$ cat src/rtl/srl_tap.sv
`default_nettype none
// ============================================================================
//  Module   : srl_tap
//  Purpose  : Per-bit shift register with a runtime tap select (delay 1..DEPTH),
//             parallel valid line, fill counter, primed flag, optional out reg.
//  Revision : 1.0  initial release
// ============================================================================
module srl_tap #(
    parameter int WIDTH  = 32,
    parameter int DEPTH  = 32,
    parameter int ADDR_W = 5,
    parameter int OREG   = 0
) (
    input  logic              clk,
    input  logic              rst,
    input  logic              ce,
    input  logic [WIDTH-1:0]  din,
    input  logic              din_vld,
    input  logic [ADDR_W-1:0] tap,
    output logic [WIDTH-1:0]  dout,
    output logic              dout_vld,
    output logic              primed,
    output logic [ADDR_W:0]   fill_cnt
);

    localparam logic [ADDR_W:0]   c_DEPTH = (ADDR_W+1)'(DEPTH);
    localparam logic [ADDR_W-1:0] c_LAST  = ADDR_W'(DEPTH-1);
    localparam logic [ADDR_W:0]   c_ONE   = (ADDR_W+1)'(1);

    if (DEPTH < 2 || DEPTH > 32) begin : g_bad_depth
        $error("srl_tap: DEPTH must be in 2..32");
    end
    if ((2 ** ADDR_W) < DEPTH) begin : g_bad_addr
        $error("srl_tap: ADDR_W too narrow for DEPTH");
    end

    // Data array carries no reset so it maps onto SRL primitives; stale
    // contents after rst are hidden by the cleared valid line.
    logic [WIDTH-1:0]  r_stage [DEPTH] = '{default: '0};
    logic [DEPTH-1:0]  r_vld;
    logic [ADDR_W:0]   r_fill;

    logic [ADDR_W-1:0] w_tap_eff;
    logic              w_sel_vld;
    logic [WIDTH-1:0]  w_sel_data;
    logic [WIDTH-1:0]  w_dout;

    always_ff @(posedge clk) begin
        if (ce) begin
            r_stage[0] <= din;
            for (int k = 1; k < DEPTH; k++) begin
                r_stage[k] <= r_stage[k-1];
            end
        end
    end

    always_ff @(posedge clk) begin
        if (rst) begin
            r_vld  <= '0;
            r_fill <= '0;
        end else if (ce) begin
            r_vld <= {r_vld[DEPTH-2:0], din_vld};
            if (r_fill < c_DEPTH) begin
                r_fill <= r_fill + c_ONE;
            end
        end
    end

    // Out-of-range taps read the last stage rather than an undefined one.
    assign w_tap_eff  = ({1'b0, tap} >= c_DEPTH) ? c_LAST : tap;
    assign w_sel_vld  = r_vld[w_tap_eff];
    assign w_sel_data = r_stage[w_tap_eff];
    assign w_dout     = w_sel_vld ? w_sel_data : '0;

    assign primed   = (r_fill > {1'b0, tap});
    assign fill_cnt = r_fill;

    if (OREG != 0) begin : g_oreg
        logic [WIDTH-1:0] r_dout;
        logic             r_dout_vld;

        always_ff @(posedge clk) begin
            if (rst) begin
                r_dout     <= '0;
                r_dout_vld <= 1'b0;
            end else begin
                r_dout     <= w_dout;
                r_dout_vld <= w_sel_vld;
            end
        end

        assign dout     = r_dout;
        assign dout_vld = r_dout_vld;
    end else begin : g_comb
        assign dout     = w_dout;
        assign dout_vld = w_sel_vld;
    end

    a_tap_range: assert property (@(posedge clk) disable iff (rst)
        ({1'b0, tap} < c_DEPTH));

endmodule
`default_nettype wire

$ cat config.mk
export PLATFORM = sky130hd
export DESIGN_NAME = srl_tap
export DESIGN_NICKNAME = d
export VERILOG_FILES = /design/src/rtl/srl_tap.sv
export SDC_FILE = /design/constraint.sdc
export NUM_CORES = 1
export LEC_CHECK = 0
export CORE_MARGIN = 2
export CORE_UTILIZATION = 50
export DETAILED_ROUTE_END_ITERATION = 6
export PLACE_DENSITY = 0.66
export SYNTH_ARGS = -nofsm -noshare
export SYNTH_HDL_FRONTEND = slang
export SYNTH_SLANG_ARGS = --single-unit
export TNS_END_PERCENT = 20
$ cat constraint.sdc
create_clock -name clk -period 3.6 [get_ports clk]
set_input_delay 0.72 -clock clk [delete_from_list [all_inputs] [get_ports clk]]
set_output_delay 0.72 -clock clk [all_outputs]
set_load 0.005 [all_outputs]
---- After elaboration in Yosys (flattened, before gate mapping) ----
Memory sizes are Yosys's and may differ from the RTL's.
Index checks and enable logic that the tools add are counted.
Widths: inputs -> output; s select.
word-level totals
  register bits after elaboration ......... 38
  memory bits (writable) .................. 1,024
  bits of input ports ..................... 41
  output and inout bits ................... 40
  logic and storage cells ................. 13
  memories kept ........................... 1
operators by class
  $add $sub $neg .......................... 1
  magnitude comparators ................... 3
  mux-type cells .......................... 5
  reduce and logical (&&, ||, !) cells .... 1
memories
  memory   words  width  read ports  clocked after memory_dff  write ports  RTL line  source
  r_stage  32     32     32          0                         32           39        logic [WIDTH-1:0] r_stage [DEPTH] = '{default: '0};
operator list
  kind                 number
  $mux 32              1
  $add 6x1->6 const B  1
  $gt 6x5->1           1
  $lt 5x6->1 const B   1
  $lt 6x6->1 const B   1
  $bmux 1 s5           1
  $mux 1               3
  $reduce_and 2->1     1

---- Depth between registers and ports, before layout ----
Gate-level depths: netlist (run 1).
  depth in word-level cells ............... 3
  gate-level depth with buffers ........... 10

---- Least setup slack after synthesis (run 1) ----
Ideal clock, no wire load.
  path type ............................... in2out
  from .................................... in tap[0]
  to ...................................... out dout[19]
  arrival time ............................ 2.368 ns
  data required time ...................... 2.880 ns
  slack ................................... 0.512 ns
  stages on the path ...................... 8
  buffers on the path ..................... 4
  cell sequence ........................... buf_6 > buf_4 > buf_4 > buf_2 > mux4_2 > a22oi_1 > nand3_1 > and3_1
on the way
  word-level cells in the longest chain between the ends .. 3
  elaborated cells between the ends (all ways) .. 4
RTL lines
  element                       RTL line  source
  from (decl)                   19        input logic [ADDR_W-1:0] tap,
  $bmux 1 s5                    71        assign w_sel_vld = r_vld[w_tap_eff];
  $mux 1 (implied by the code)  71
  $mux 32 (*)                   73        assign w_dout = w_sel_vld ? w_sel_data : '0;
  to (decl)                     20        output logic [WIDTH-1:0] dout,
Mark *: on every way between the ends. The rest lies on a longest branch, timed or not. The select of a mux whose other input is x is not followed.

---- Worst setup path after layout (run 1) ----
  from .................................... in tap[0]
  to ...................................... out dout[5]
Same word-level chain as after synthesis.

==> out/summary.txt, run 1 <==
Top Ports - 81
Routed via count - 20900
Largest cells by area after synthesis - edfxtp_1, mux4_2, mux2i_1, a221oi_1, dfxtp_1
Area post-placement - 0.0444 mm2
Critical path class - input port to output pin
Synth Cell Area - 0.0411 mm2
Placed cell count - 3260
Final Setup Violations - 2
Crit path cell chain - buf_12 > buf_16 > bufbuf_16 > buf_4 > mux4_2 > a22oi_1 > nand3_1 > and3_1 > clkdlybuf4s50_1
Leak Pwr - 0.0173 uW
Chip width - 291 um
Slowest-stage cell, CP - mux4_2
EDFF count, synth - 1024
CTS Hold Bufs - 0
Total track usage - 19.4%
Nets - 2364
Cell area after layout - 0.0484 mm2
Synth top area share - 74.8%
H-tree depth - 3
Vias per cell - 6.02
Die Area - 0.0845 mm2
Area grow syn2layout - 17.8%
Peak supply drop - 0.342 mV
Max incr delay on CP - 0.52 ns
Non-Filler Instances - 3478
Fin Hold WS - 0.440 ns
Drt first pass iters - 6
Skew final - 0.0140 ns
Filler cells - 5915
Hpwl dp - 48200 um
Final worst-path cycle share - 103%
Gr ovfl total - 0
Hold WC Path Type - flip-flop to flip-flop
Crit Path Max Fanout - 13
Status - finished, violations left
DR iter-0 viols - 2068
Final ANT Viol Nets - 0
Slew Limit Fails - 0
Required @ worst endpoint - 2.88 ns
Post-Syn Nets - 2136
Sink Count - 1062
Multi-input gate area - 0.00918 mm2
Worst slew pin tran - 0.621 ns
CTS buffer count - 106
Setup crit end kind - output pin
Crit path arrival time - 2.98 ns
Syn Area/Cell - 19.7 um2
Layout cell share with drive strength beyond 1 - 21.5%
Initial core utilization - 50.3%
Yosys reg bits - 1062
Fmax - 0.270 GHz
Clock transition at path regs - 0.06 ns
RSZ-0062 raised after global routing - true
Die Ht - 291 um
Antenna violations before repair - 2
Largest net degree at the start of global routing - 110
Synth warn - 0
Total routed wirelength - 82500 um
DRC Markers - 0
CP top delay family - buffers and inverters
Vias in the first global route - 21300
Hold Fails Final Rpt - 0
Post-synth cell types - 35
Fin worst setup slack - -0.101 ns
CTS tree - yes
Fin crit period - 3.70 ns
Power Density - 560 mW/mm2
Synth area leader - edfxtp_1
Cell Rows - 105
Root buf cell - clkbuf_16
Syn Inst Count - 2089
RD Place Congestion - 0.776
Failing checks - negative setup slack
First-pass GRT wire length - 128000 um
CP startpoint kind - input port
IO Port Bufs - 80
CP bufs+invs - 5
Clk_lat worst skew - 0.65 ns
Core outline area - 0.0817 mm2
Rel. slew slack - 58.6%
Sequential area share after synthesis - 76.7%
Max cap viols - 0
Async SR Flop Fraction - 0%
Routed len/inst - 23.7 um
Register area - 0.0315 mm2
CTS max path bufs - 3
Top_reg_cell synth - edfxtp_1
[cell type report]
type / count / share of cell area (%)
Sequential cell: 1062 / 65.1
Multi-Input combinational cell: 894 / 19.0
Timing Repair Buffer: 248 / 6.25
Clock buffer: 135 / 5.86
Tap cell: 1070 / 2.76
Clock inverter: 63 / 1.04
Inverter: 5 / 0.0388
Antenna cell: 1 / 0.00517
[state kept, by name (all words and copies together) (netlist names)]
name      flops
r_vld        32
fill_cnt      6
r_stage    1024
[cell families after synthesis]
kind of cell	count (synthesis)	share of synthesized area, %
AO/OA/AOI/OAI	265	4.61
XOR/XNOR	4	0.0853
adder cells (fa/ha/maj)	6	0.183
buffers and inverters	133	1.66
flip-flops	1062	76.7
multiplexers	430	14.6
AND/OR/NAND/NOR	189	2.23
[cell usage in the layout (no fill, tap or decap), types with 7 or more instances in the layout]
master	netlist	final
a21oi_1	35	26
a21oi_2	0	9
a221oi_1	128	104
a221oi_2	0	23
a22oi_1	32	30
and3_1	32	25
buf_12	0	51
buf_16	0	9
buf_4	24	100
bufinv_16	0	7
clkbuf_1	52	22
clkbuf_16	0	108
clkdlybuf4s50_1	0	43
clkinv_1	0	21
clkinv_2	0	30
dfxtp_1	38	38
dlygate4sd2_1	0	24
dlymetal6s2s_1	0	7
edfxtp_1	1024	1024
mux2i_1	293	293
mux4_2	131	131
nand3_1	35	34
nor2_1	75	72
nor3_1	32	29
o21ai_0	65	58
o21ai_1	0	7
[synth_stat cells, drive strengths merged, types with 35 or more instances]
cell and count:
edfxtp 1024, mux2i 293, mux4 133, a221oi 128, buf 76, nor2 76
o21ai 65, clkbuf 52, dfxtp 38, nand3 36, a21oi 35
[power breakdown]
| group | internal (uW) | total, uW | switching [uW] |
|---|---|---|---|
| combinational | 855 | 1840 | 986 |
| sequential | 14300 | 14700 | 352 |
| clock | 6070 | 10600 | 4530 |
| total | 21300 | 27100 | 5870 |
[through the flow]
step	utilization [%]	setup TNS [ns]	total power, uW	worst slack, ns
detailed placement	54.4	-5.37	16700	-0.280
global route	59.2	-0.342	28100	-0.164
global placement	54.4	-5.28	16600	-0.306
CTS	59.1	-1.06	27400	-0.157
floorplan	-	0	15700	0.512
finish	59.3	-0.152	27100	-0.101
[per-layer routing]
metal | vias to the layer above | share of wire [%] | track usage [%]
met5 | - | 0 | 0
met4 | 0 | 2.0 | 5.61
met3 | 109 | 6.1 | 3.38
met2 | 663 | 47 | 29.7
met1 | 11000 | 45 | 29.0
li1 | 9183 | - | -
[timing repair]
item	in CTS	in global routing
endpoints found under the setup margin	32	13
buffers inserted	12	0
resized for setup	66	35
pin swaps	5	6
gates cloned	7	0
[worst register-to-register path, cell delays in order (launching register included)]
cell and delay, ns:
dfxtp_1 0.34, nor2b_1 0.33, and4_1 0.29, xnor2_1 0.13
nor2_1 0.05
[final timing paths]
check                           startpoint                  endpoint  slack, ns  cells after the start
hold / removal    r_stage[7][17]$_DFFE_PP_  r_stage[8][17]$_DFFE_PP_       0.44                      0
setup reg to reg  fill_cnt[5]$_SDFFE_PP0P_  fill_cnt[3]$_SDFFE_PP0P_       2.35                      4
setup / recovery                    tap[0]                   dout[5]      -0.10                      9
hold reg to reg   r_stage[7][17]$_DFFE_PP_  r_stage[8][17]$_DFFE_PP_       0.44                      0
No activity file was read; power rests on OpenSTA's default activity.
==> run 2, diff against run 1 <==
==> constraint.sdc (replaced) <==
create_clock -name clk -period 3.55 [get_ports clk]
set_input_delay 0.71 -clock clk [delete_from_list [all_inputs] [get_ports clk]]
set_output_delay 0.71 -clock clk [all_outputs]
set_load 0.005 [all_outputs]
==> run 2 against run 1 <==
- clock-buffer cell count down 9
- cell count down 1.1%
- critical path depth unchanged
- core utilization down 0.48 points
- critical path type unchanged
- largest cell class unchanged
- largest power group unchanged
- routed wire length down 0.87%
- total power up 4.6%
- register-to-register slack worse by 0.05 ns
- the run now ends clean
==> out/summary.txt, run 2 (same netlist as run 1, synthesis figures left out) <==
Status - complete, no violations
Gr busiest metal - met2
Hpwl dp - 47600 um
Largest net degree at the start of global routing - 128
Biggest register - r_stage
Initial core utilization - 50.3%
R2R cell count - 4
Hold path depth - 0
Top Ports - 81
Hold WC Path Type - flip-flop to flip-flop
RSZ-0062 raised after global routing - true
Worst slew pin tran - 0.952 ns
Routed len/inst - 23.8 um
Flop2flop setup slack - 2.30 ns
Hold Fails Final Rpt - 0
Core outline area - 0.0817 mm2
Crit path cell chain - buf_8 > buf_12 > buf_16 > buf_12 > mux4_2 > o21ai_0 > a21oi_1 > and3_4 > clkdlybuf4s15_1
Skew final - 0.0291 ns
Total track usage - 19.2%
Met1 GRT Util - 28.7%
Commonest non-fill, non-tap cell in the layout - edfxtp_1
DR iter-0 viols - 2073
Grt met3 use - 3.11%
Die Ht - 291 um
Crit Path Max Fanout - 34
Cell Rows - 105
Chip width - 291 um
Gr ovfl total - 0
CP bufs+invs - 5
Peak supply drop - 0.434 mV
Nets - 2330
Routed via count - 20700
Max cap viols - 0
Root buf cell - clkbuf_16
Crit path arrival time - 2.80 ns
CTS buffer count - 105
First-pass GRT wire length - 127000 um
Final Setup Violations - 0
Clock transition at path regs - 0.06 ns
Leak Pwr - 0.0169 uW
Fin Hold WS - 0.434 ns
Final worst-path cycle share - 98.9%
CTS tree - yes
Antenna violations before repair - 2
Setup crit end kind - output pin
Commonest non-fill, non-tap cells in the layout - edfxtp_1, mux2i_1, mux4_2, a221oi_1, clkbuf_16
Drt first pass iters - 5
Slowest-stage cell, CP - mux4_2
H-tree depth - 3
Fmax - 0.285 GHz
Rel. slew slack - 36.5%
RD Place Congestion - 0.773
Clk_lat worst skew - 0.66 ns
Worst r2r src - fill_cnt[5]$_SDFFE_PP0P_
Hold path startpoint - r_stage[19][3]$_DFFE_PP_
IO Port Bufs - 80
Final ANT Viol Nets - 0
CTS max path bufs - 3
Area grow syn2layout - 16.9%
Max incr delay on CP - 0.52 ns
CP top delay family - buffers and inverters
Fin crit period - 3.51 ns
Worst reg2reg endpoint - fill_cnt[3]$_SDFFE_PP0P_
Slew Limit Fails - 0
Final setup TNS - 0 ns
Met2 Track Usage GR - 29.4%
Required @ worst endpoint - 2.84 ns
Max reg flops - 1024
CP startpoint kind - input port
Sink Count - 1062
Layout cell share with drive strength beyond 1 - 21.4%
Hold Path Sink - r_stage[20][3]$_DFFE_PP_
Total routed wirelength - 81800 um
Power Density - 591 mW/mm2
Vias in the first global route - 21000
Die Area - 0.0845 mm2
Finished Core Util - 58.8%
Vias per cell - 6.02
DRC Markers - 0
CP most frequent cell - buf_12
CTS Hold Bufs - 0
Critical path class - input port to output pin
==> run 2: worst max-delay path by stage <==
stage	end	slack (ns)	cells after the start	start
after global routing	dout[1]	-0.05	9	tap[0]
after CTS	dout[21]	-0.09	8	r_vld[7]$_SDFFE_PP0P_
after global placement	dout[31]	-0.23	9	tap[2]
after floorplan	dout[19]	0.48	8	tap[0]
final	dout[5]	0.04	9	tap[0]
after detailed placement	dout[26]	-0.30	9	tap[0]
==> run 2: layer usage <==
metal	share of wire [%]	up-vias
li1	-	9101
met2	47	677
met3	5.9	108
met1	45	10800
met5	0	-
met4	1.8	0
==> run 2: report_power, final <==
group	switching [uW]	internal, uW
Combinational	972	798
Sequential	354	14500
Clock	4720	7000
Total	6050	22300
==> run 2: stage by stage <==
| step | cell area (um2) | cells | total power [uW] | setup slack, ns |
|---|---|---|---|---|
| 2_1_floorplan | 41100 | 2089 | 15900 | 0.482 |
| 3_3_place_gp | 44000 | 3233 | 16800 | -0.231 |
| 3_5_place_dp | 44000 | 3233 | 16900 | -0.296 |
| 4_1_cts | 48000 | 3440 | 28700 | -0.0854 |
| 5_1_grt | 48000 | 3440 | 29300 | -0.0482 |
| 6_report | 48000 | 3441 | 28400 | 0.0399 |
==> run 2: repair_timing <==
| item | 4_1_cts | 5_1_grt |
|---|---|---|
| setup buffers | 7 | 1 |
| pin swaps | 3 | 0 |
| gates resized for setup | 115 | 38 |
| endpoints found under the setup margin | 33 | 26 |
| gates cloned | 6 | 0 |
| hold endpoints to repair | 0 | 0 |
==> run 2: final cells by class <==
class,count,area (um2)
fillers,5919,33700
flip-flops and latches,1062,31500
multi-input cells,896,9070
clock buffers,126,2790
repair buffers,213,2370
well taps,1070,1340
clock inverters,68,905
inverters,5,26.3
diodes,1,2.50
